$ cat src/rtl/nco_phase_gen.sv
// Sample-clock divider and phase accumulator for the sine ROM / DAC path.
// addr advances by the synchronised switch word on each divclk falling edge.
module nco_phase_gen #(
    parameter int CLK_DIV = 5000,
    parameter int PHASE_W = 10,
    parameter int ADDR_W  = 10
) (
    input  logic              CLOCK_50,
    input  logic              RESET,
    input  logic              EN,
    input  logic [9:0]        SW,
    output logic [ADDR_W-1:0] addr,
    output logic              divclk,
    output logic              sample_tick,
    output logic              wrap
);

    localparam int CNT_W = (CLK_DIV > 1) ? $clog2(CLK_DIV) : 1;
    localparam logic [CNT_W-1:0] CNT_LAST = CNT_W'(CLK_DIV - 1);
    localparam logic [CNT_W-1:0] CNT_HALF = CNT_W'(CLK_DIV / 2);
    localparam logic [CNT_W-1:0] CNT_UPD  = CNT_W'(CLK_DIV / 2 - 1);

    logic [CNT_W-1:0]   count_q, count_d;
    logic               divclk_q, divclk_d;
    logic               sample_tick_q, sample_tick_d;
    logic               wrap_q, wrap_d;
    logic [PHASE_W-1:0] phase_q, phase_d;
    logic [PHASE_W-1:0] inc_q, inc_d;
    logic [9:0]         sw_s1_q, sw_s2_q;
    logic               update;
    logic [PHASE_W:0]   sum;

    // Modular add; the extra MSB is the carry that drives wrap.
    function automatic logic [PHASE_W:0] phase_add(input logic [PHASE_W-1:0] a,
                                                   input logic [PHASE_W-1:0] b);
        phase_add = {1'b0, a} + {1'b0, b};
    endfunction

    always_comb begin
        count_d       = count_q;
        divclk_d      = divclk_q;
        sample_tick_d = 1'b0;
        wrap_d        = 1'b0;
        inc_d         = inc_q;
        phase_d       = phase_q;
        update        = EN && (count_q == CNT_UPD);
        sum           = '0;

        if (EN) begin
            count_d       = (count_q == CNT_LAST) ? '0 : count_q + 1'b1;
            divclk_d      = (count_d < CNT_HALF);
            sample_tick_d = (count_d == '0);
        end

        // The freshly captured increment is the one added on this update.
        if (update) begin
            inc_d   = PHASE_W'(sw_s2_q);
            sum     = phase_add(phase_q, inc_d);
            phase_d = sum[PHASE_W-1:0];
            wrap_d  = sum[PHASE_W];
        end
    end

    always_ff @(posedge CLOCK_50 or posedge RESET) begin
        if (RESET) begin
            count_q       <= CNT_LAST;
            divclk_q      <= 1'b0;
            sample_tick_q <= 1'b0;
            wrap_q        <= 1'b0;
            phase_q       <= '0;
            inc_q         <= '0;
            sw_s1_q       <= '0;
            sw_s2_q       <= '0;
        end else begin
            count_q       <= count_d;
            divclk_q      <= divclk_d;
            sample_tick_q <= sample_tick_d;
            wrap_q        <= wrap_d;
            phase_q       <= phase_d;
            inc_q         <= inc_d;
            sw_s1_q       <= SW;
            sw_s2_q       <= sw_s1_q;
        end
    end

    assign addr        = phase_q[PHASE_W-1 -: ADDR_W];
    assign divclk      = divclk_q;
    assign sample_tick = sample_tick_q;
    assign wrap        = wrap_q;

endmodule

$ cat config.mk
export PLATFORM = sky130hd
export DESIGN_NAME = nco_phase_gen
export DESIGN_NICKNAME = d
export VERILOG_FILES = /design/src/rtl/nco_phase_gen.sv
export SDC_FILE = /design/constraint.sdc
export NUM_CORES = 1
export LEC_CHECK = 0
export ABC_CLOCK_PERIOD_IN_PS = 2400
export CELL_PAD_IN_SITES_DETAIL_PLACEMENT = 1
export CELL_PAD_IN_SITES_GLOBAL_PLACEMENT = 1
export CORE_AREA = 2 2 84 127
export CTS_BUF_LIST = sky130_fd_sc_hd__clkbuf_16
export DETAILED_ROUTE_END_ITERATION = 8
export DIE_AREA = 0 0 86 129
export GPL_TIMING_DRIVEN = 0
export PLACE_DENSITY = 0.53
export SLEW_MARGIN = 20
export SYNTH_ARGS = -nofsm -noshare
export SYNTH_HDL_FRONTEND = slang
export SYNTH_SLANG_ARGS = --single-unit
$ cat constraint.sdc
create_clock -name CLOCK_50 -period 2.4 [get_ports CLOCK_50]
set_input_delay 0.36 -clock CLOCK_50 [delete_from_list [all_inputs] [get_ports CLOCK_50]]
set_output_delay 0.36 -clock CLOCK_50 [all_outputs]
set_load 0.005 [all_outputs]
==> flow_summary_export.csv, run 1 <==
group,metric,value,unit
cts,clk_latency,290,ps
routing,drc,0,
critical_path,cp.arrival,2340,ps
floorplan,fp.dieH,129,µm
critical_path,r2r_end,"divclk$_DFFE_PP0P_",
routing,wire_per_inst,15.3,µm
floorplan,die_area,11100,µm²
sta,maxSlewHeadroom,67.5,%
global_routing,grt_pass1_wl,9800,µm
pwr,pwr-share-seq,41.9,%
pwr,p_sw,0.596,mW
sta,fin_skew,3.52,ps
min_path,min_from,"sw_s1_q[9]$_DFF_PP0_",
cts,htreeDepth,2,
routing,antenna_left,0,
final_layout,final_cells,376,
pwr,p_per_area,733,nW/µm²
cts,cts_setup_buffers,0,
synthesis,ys.flop_type,"dfrtp_1",
critical_path,rr_worst_depth,8,
sta,setup_viol,0,
floorplan,die_w,86,µm
global_routing,grt_max_degree,27,
global_routing,antenna_found_initial,0,
floorplan,pin_count,26,
min_path,hold_class,"flip-flop to flip-flop",
placement,dpl.hpwl,4280,µm
pwr,power_leakage,1.21,nW
final_layout,layout.nets,284,
status,status,"finished clean",
placement,io_buffers,24,
final_layout,stdcell_area,2940,µm²
sta,fin_ws,211,ps
sta,worstMarginPinSlew,488,ps
synthesis,ys_seq_area_share,49.3,%
global_routing,grt_overflow_total,0,
synthesis,yosys-top-cells-count,"dfrtp_1, nand2_1, o21ai_0, nor2_1",
critical_path,cp_slowest_cell,"dfstp_2",
critical_path,rrSetupSlack,210,ps
synthesis,syn_inst,227,
cts,clockBufferDepth,2,
final_layout,utilization,29.5,%
synthesis,synth_top_area_share,41.4,%
sta,min_period,2190,ps
synthesis,synth_top_area_cell,"dfrtp_1",
synthesis,ys_ff_latch,46,
cts,cts.sink_count,46,
synthesis,synth.distinct_cells,47,
routing,drt_iter0_markers,37,
critical_path,rr_startpoint,"count_q[2]$_DFFE_PP1P_",
routing,via_per_inst,4.81,
pwr,p_int,1.56,mW
placement,placed_cell_area,2760,µm²
final_layout,num-fill-cells,1115,
synthesis,yosysMostFrequentCell,"dfrtp_1",
cts,clock-root-buffer,"clkbuf_16",
pwr,pwr-share-clk,36.2,%
critical_path,cp-end-kind,"flip-flop",
sta,report.final.slew_viol_count,0,
synthesis,syn_area,2350,µm²
job,maxCapViolCount,0,
synthesis,synth_edf_count,0,
synthesis,yosys_warnings,0,
synthesis,synth-async-reset-ratio,100,%
global_routing,track_usage,11.4,%
min_path,min_path_cells,0,
pwr,vdd_drop_max,0.247,mV
cts,path_clk_slew,60,ps
synthesis,yosys-top-cells-area,"dfrtp_1, dfstp_2, ha_1, o21ai_0, xnor2_1",
critical_path,crit_required,2550,ps
placement,pre_cts_ws,-161,ps
critical_path,timing.critical_path.cells,"buf_2 > and4_1 > buf_6 > nand3_1 > nor4_2 > a21oi_1 > o21ai_1 > o221ai_1",
critical_path,crit_fanout,9,
pwr,p_sw_share,27.6,%
sta,final-hold-violation-count,0,
floorplan,start_util,23.6,%
synthesis,synth_fp_nets,253,
cts,cts_tree,"yes",
floorplan,core_area,9970,µm²
final_layout,area_growth,24.8,%
cts,cts_inserted_buffers,5,
final_layout,drive_gt1_share,14.3,%
floorplan,fp-row-count,45,
sta,grt_setup_unrepaired,"no",
placement,dp_cells,369,
critical_path,start_kind,"flip-flop",
routing,dr_total_vias,1808,
global_routing,grt_pass1_vias,1915,
routing,drtPass1Iterations,2,
pwr,p_total,2.16,mW
pwr,p_comb_share,21.9,%
sta,period_share,91.2,%
critical_path,cp_slowest_stage_delay,510,ps
critical_path,path_class,"flip-flop to flip-flop",
sta,max_freq,457,MHz
placement,place.gp.congestion,0.755,
final_layout,antenna_cells,0,
routing,wirelength,5730,µm
min_path,hold_end,"sw_s2_q[9]$_DFF_PP0_",
synthesis,postSynthAreaPerCell,10.4,µm²
==> per-stage QoR <==
step / hold slack (ps) / TNS (ps)
after floorplan: 331 / 0
after global placement: 332 / -5640
after detailed placement: 336 / -1150
after CTS: 347 / 0
after global routing: 357 / 0
final: 344 / 0
==> final cells by class <==
| cell class | count | area, µm² | share of cell area [%] |
|---|---|---|---|
| plain buffers | 13 | 83.8 | 2.85 |
| clock buffers | 5 | 125 | 4.26 |
| clock inverters | 3 | 37.5 | 1.28 |
| inverters | 8 | 30.0 | 1.02 |
| multi-input cells | 159 | 1100 | 37.3 |
| flip-flops and latches | 46 | 1160 | 39.5 |
| well taps | 117 | 146 | 4.98 |
| repair buffers | 25 | 260 | 8.85 |
==> worst max path at each step <==
| stage | cells after the start | endpoint | startpoint |
|---|---|---|---|
| floorplan | 8 | addr[2]$_DFFE_PP0P_ | count_q[0]$_DFFE_PP1P_ |
| global placement | 8 | addr[2]$_DFFE_PP0P_ | count_q[0]$_DFFE_PP1P_ |
| detailed placement | 8 | addr[7]$_DFFE_PP0P_ | count_q[0]$_DFFE_PP1P_ |
| CTS | 8 | addr[2]$_DFFE_PP0P_ | count_q[0]$_DFFE_PP1P_ |
| global route | 8 | addr[2]$_DFFE_PP0P_ | count_q[0]$_DFFE_PP1P_ |
| finish | 8 | divclk$_DFFE_PP0P_ | count_q[2]$_DFFE_PP1P_ |
==> what timing repair did <==
item | CTS | global route
setup endpoints to repair | 8 | 11
hold endpoints to repair | 0 | 0
hold buffers | 0 | 0
gates resized for setup | 2 | 5
==> critical path, delay by kind of cell (launching register included) <==
kind	cells	cell delay, ps
flip-flops	1	510
AND/OR/NAND/NOR	3	780
AO/OA/AOI/OAI	3	420
buffers and inverters	2	330
==> state kept, by name, summed over array words and instances (netlist names) <==
| signal | flops |
|---|---|
| divclk | 1 |
| sample_tick | 1 |
| addr | 10 |
| count_q | 13 |
| sw_s2_q | 10 |
| sw_s1_q | 10 |
| wrap | 1 |
==> cell usage in the layout (no fill, tap or decap), types with 2 or more instances in the layout <==
| master | Yosys | routed |
|---|---|---|
| a21oi_1 | 12 | 12 |
| inv_1 | 8 | 8 |
| dfrtp_1 | 39 | 39 |
| nand2_1 | 22 | 22 |
| clkbuf_1 | 8 | 5 |
| xor2_1 | 6 | 6 |
| buf_6 | 4 | 4 |
| xnor2_1 | 10 | 10 |
| and4_1 | 2 | 2 |
| and3_1 | 4 | 4 |
| nor2_1 | 13 | 13 |
| nand2b_1 | 2 | 2 |
| nand4_1 | 5 | 5 |
| buf_2 | 2 | 3 |
| clkbuf_16 | 0 | 5 |
| dfstp_2 | 7 | 7 |
| a21o_1 | 2 | 2 |
| clkdlybuf4s50_1 | 0 | 24 |
| nand3_1 | 9 | 8 |
| o21ai_0 | 18 | 17 |
| o21ai_1 | 2 | 3 |
| mux2_2 | 3 | 3 |
| nor3_1 | 4 | 4 |
| or3_1 | 3 | 3 |
| o31ai_1 | 6 | 6 |
| ha_1 | 12 | 12 |
==> kinds of logic (layout without fill, tap and decap cells) <==
logic type               count (synthesis)  count (layout)  synth area share [%]
AO/OA/AOI/OAI                           52              52                  14.3
buffers and inverters                   22              54                  4.89
multiplexers                             4               4                  1.86
flip-flops                              46              46                  49.3
adder cells (fa/ha/maj)                 13              13                  7.23
XOR/XNOR                                16              16                  5.95
AND/OR/NAND/NOR                         74              74                  16.5
==> power by group through the flow <==
stage	Clock [mW]	Combinational [mW]	Sequential, mW
6_report	0.779	0.473	0.903
5_1_grt	0.827	0.529	0.915
4_1_cts	0.810	0.481	0.904
3_5_place_dp	0	0.477	0.917
3_3_place_gp	0	0.469	0.915
2_1_floorplan	0	0.361	0.907
==> layer usage <==
metal	up-vias	part of all wire (%)	track usage, %
met5	-	0	0
met4	0	1.9	4.48
met3	6	2.5	2.18
met2	19	57	22.0
met1	918	39	11.9
li1	865	-	-
(Power assumes the default switching activity.)
==> run 2, diff against run 1 <==
--- a/config.mk
+++ b/config.mk
@@ -8,12 +8,12 @@
 export ABC_CLOCK_PERIOD_IN_PS = 2400
 export CELL_PAD_IN_SITES_DETAIL_PLACEMENT = 1
 export CELL_PAD_IN_SITES_GLOBAL_PLACEMENT = 1
-export CORE_AREA = 2 2 84 127
+export CORE_AREA = 2 2 70 105
 export CTS_BUF_LIST = sky130_fd_sc_hd__clkbuf_16
 export DETAILED_ROUTE_END_ITERATION = 8
-export DIE_AREA = 0 0 86 129
+export DIE_AREA = 0 0 72 107
 export GPL_TIMING_DRIVEN = 0
-export PLACE_DENSITY = 0.53
+export PLACE_DENSITY = 0.7
 export SLEW_MARGIN = 20
 export SYNTH_ARGS = -nofsm -noshare
 export SYNTH_HDL_FRONTEND = slang
==> run 2 against run 1 <==
Register-to-register slack got worse by 100 ps. Non-clock buffer count shrank 1. Utilization is 13 points higher. Fmax decreased by 4.4%. Via count up 0.44%. Combinational power about the same. Setup slack worse by 100 ps. Critical path type unchanged. Largest power group unchanged. Sequential cell count unchanged. Routed wire length down 3.7%. Die area fell by 31%. Power fell by 4.3%.
==> flow_summary_export.csv, run 2 (same netlist as run 1, synthesis figures left out) <==
group,metric,value,unit
job,maxCapViolCount,0,
critical_path,rr_startpoint,"count_q[2]$_DFFE_PP1P_",
floorplan,fp-row-count,37,
cts,cts_setup_buffers,0,
sta,min_period,2290,ps
final_layout,layout.nets,283,
final_layout,multi_input_area,1090,µm²
cts,ctsResizeCount,1,
critical_path,cp-end-kind,"flip-flop",
routing,drt_iter0_markers,43,
cts,hold_buffers,0,
sta,maxSlewHeadroom,63.1,%
cts,path_clk_slew,60,ps
placement,place.gp.congestion,0.847,
sta,fin_skew,6.03,ps
cts,clockBufferDepth,2,
floorplan,pin_count,26,
global_routing,grt_overflow_total,0,
routing,wirelength,5520,µm
final_layout,drive_gt1_share,15.1,%
pwr,power_leakage,1.20,nW
min_path,hold_class,"flip-flop to flip-flop",
final_layout,regMostFlops,"count_q",
final_layout,regArea,1160,µm²
global_routing,grt_pass1_vias,2005,
cts,cts.sink_count,46,
pwr,p_total,2.06,mW
cts,clock-root-buffer,"clkbuf_16",
final_layout,antenna_cells,0,
critical_path,cp.arrival,2440,ps
sta,worstMarginPinSlew,547,ps
critical_path,crit_fanout,9,
routing,dr_total_vias,1816,
critical_path,start_kind,"flip-flop",
cts,cts_tree,"yes",
cts,clk_latency,290,ps
routing,drc,0,
placement,io_buffers,24,
routing,wire_per_inst,16.4,µm
final_layout,num-fill-cells,768,
floorplan,die_area,7700,µm²
sta,hold_slack,349,ps
sta,period_share,95.5,%
global_routing,antenna_found_initial,0,
global_routing,grt_max_degree,27,
final_layout,final_common_cell,"dfrtp_1",
critical_path,cp_slowest_cell,"dfstp_2",
sta,fin_ws,109,ps
critical_path,cp_slowest_stage_delay,520,ps
sta,max_freq,436,MHz
floorplan,fp.dieH,107,µm
floorplan,die_w,72,µm
floorplan,start_util,34.6,%
pwr,vdd_drop_max,0.357,mV
routing,drtPass1Iterations,4,
critical_path,timing.critical_path.cells,"buf_2 > and4_1 > buf_6 > and2_4 > nand3_1 > a21oi_1 > o21ai_1 > a2111oi_2",
critical_path,critPathLaunch,"count_q[2]$_DFFE_PP1P_",
placement,pre_cts_ws,-87.5,ps
pwr,p_per_area,719,nW/µm²
final_layout,largest_reg_flops,13,
final_layout,utilization,42.2,%
critical_path,path_class,"flip-flop to flip-flop",
placement,dpl.hpwl,4130,µm
routing,antenna_left,0,
critical_path,crit_required,2550,ps
sta,grt_setup_unrepaired,"no",
global_routing,grt_pass1_wl,9440,µm
cts,cts_inserted_buffers,5,
min_path,min_from,"sw_s1_q[0]$_DFF_PP0_",
sta,report.final.slew_viol_count,0,
sta,final-hold-violation-count,0,
floorplan,core_area,6810,µm²
global_routing,track_usage,16.2,%
status,status,"finished clean",
cts,htreeDepth,2,
final_layout,area_growth,21.8,%
routing,via_per_inst,5.40,
sta,setup_viol,0,
final_layout,mostFrequentLayoutCells,"dfrtp_1, clkdlybuf4s50_1, nand2_1",
==> run 2: per-stage QoR <==
stage	std cells	area, µm²	TNS [ps]
final	336	2870	0
after global routing	336	2870	0
after CTS	338	2860	0
after detailed placement	330	2710	-506
after global placement	329	2690	-804
after floorplan	227	2350	0
==> run 2: layer usage <==
metal / routed length (µm) / part of all wire [%] / global-route usage [%] / up-vias
met3: 161 / 2.9 / 3.20 / 14
met1: 2080 / 38 / 16.3 / 902
met5: 0 / 0 / 0 / -
met4: 224 / 4.1 / 10.6 / 0
met2: 3060 / 55 / 29.3 / 36
li1: - / - / - / 864
==> run 2: final timing paths <==
check | to | slack (ps) | cells past startpoint
worst min register to register | sw_s2_q[0]$_DFF_PP0_ | 350 | 0
worst max-delay path | sample_tick$_DFF_PP0_ | 110 | 8
worst min-delay path | sw_s2_q[0]$_DFF_PP0_ | 350 | 0
worst max register to register | sample_tick$_DFF_PP0_ | 110 | 8
max in group asynchronous | count_q[2]$_DFFE_PP1P_ | 1420 | 3
min in group asynchronous | count_q[3]$_DFFE_PP0P_ | 400 | 2
==> run 2: final cells by class <==
class	instances	share of cell area, %
Buffer	12	2.79
Clock buffer	5	4.36
Clock inverter	3	0.741
Inverter	8	1.05
Multi-Input combinational cell	159	38.2
Sequential cell	46	40.4
Tap cell	78	3.40
Timing Repair Buffer	25	9.07
==> run 2: where the power goes <==
part | switching, mW | internal [mW] | total (mW)
Clock | 0.299 | 0.385 | 0.685
Sequential | 0.0425 | 0.862 | 0.904
Combinational | 0.259 | 0.214 | 0.473
Total | 0.601 | 1.46 | 2.06
==> run 2: critical path, delay by kind of cell, from the launching register on <==
| kind | cells | cell delay [ps] |
|---|---|---|
| simple gates | 3 | 480 |
| buf+inv | 2 | 330 |
| flops | 1 | 520 |
| compound gates | 3 | 820 |
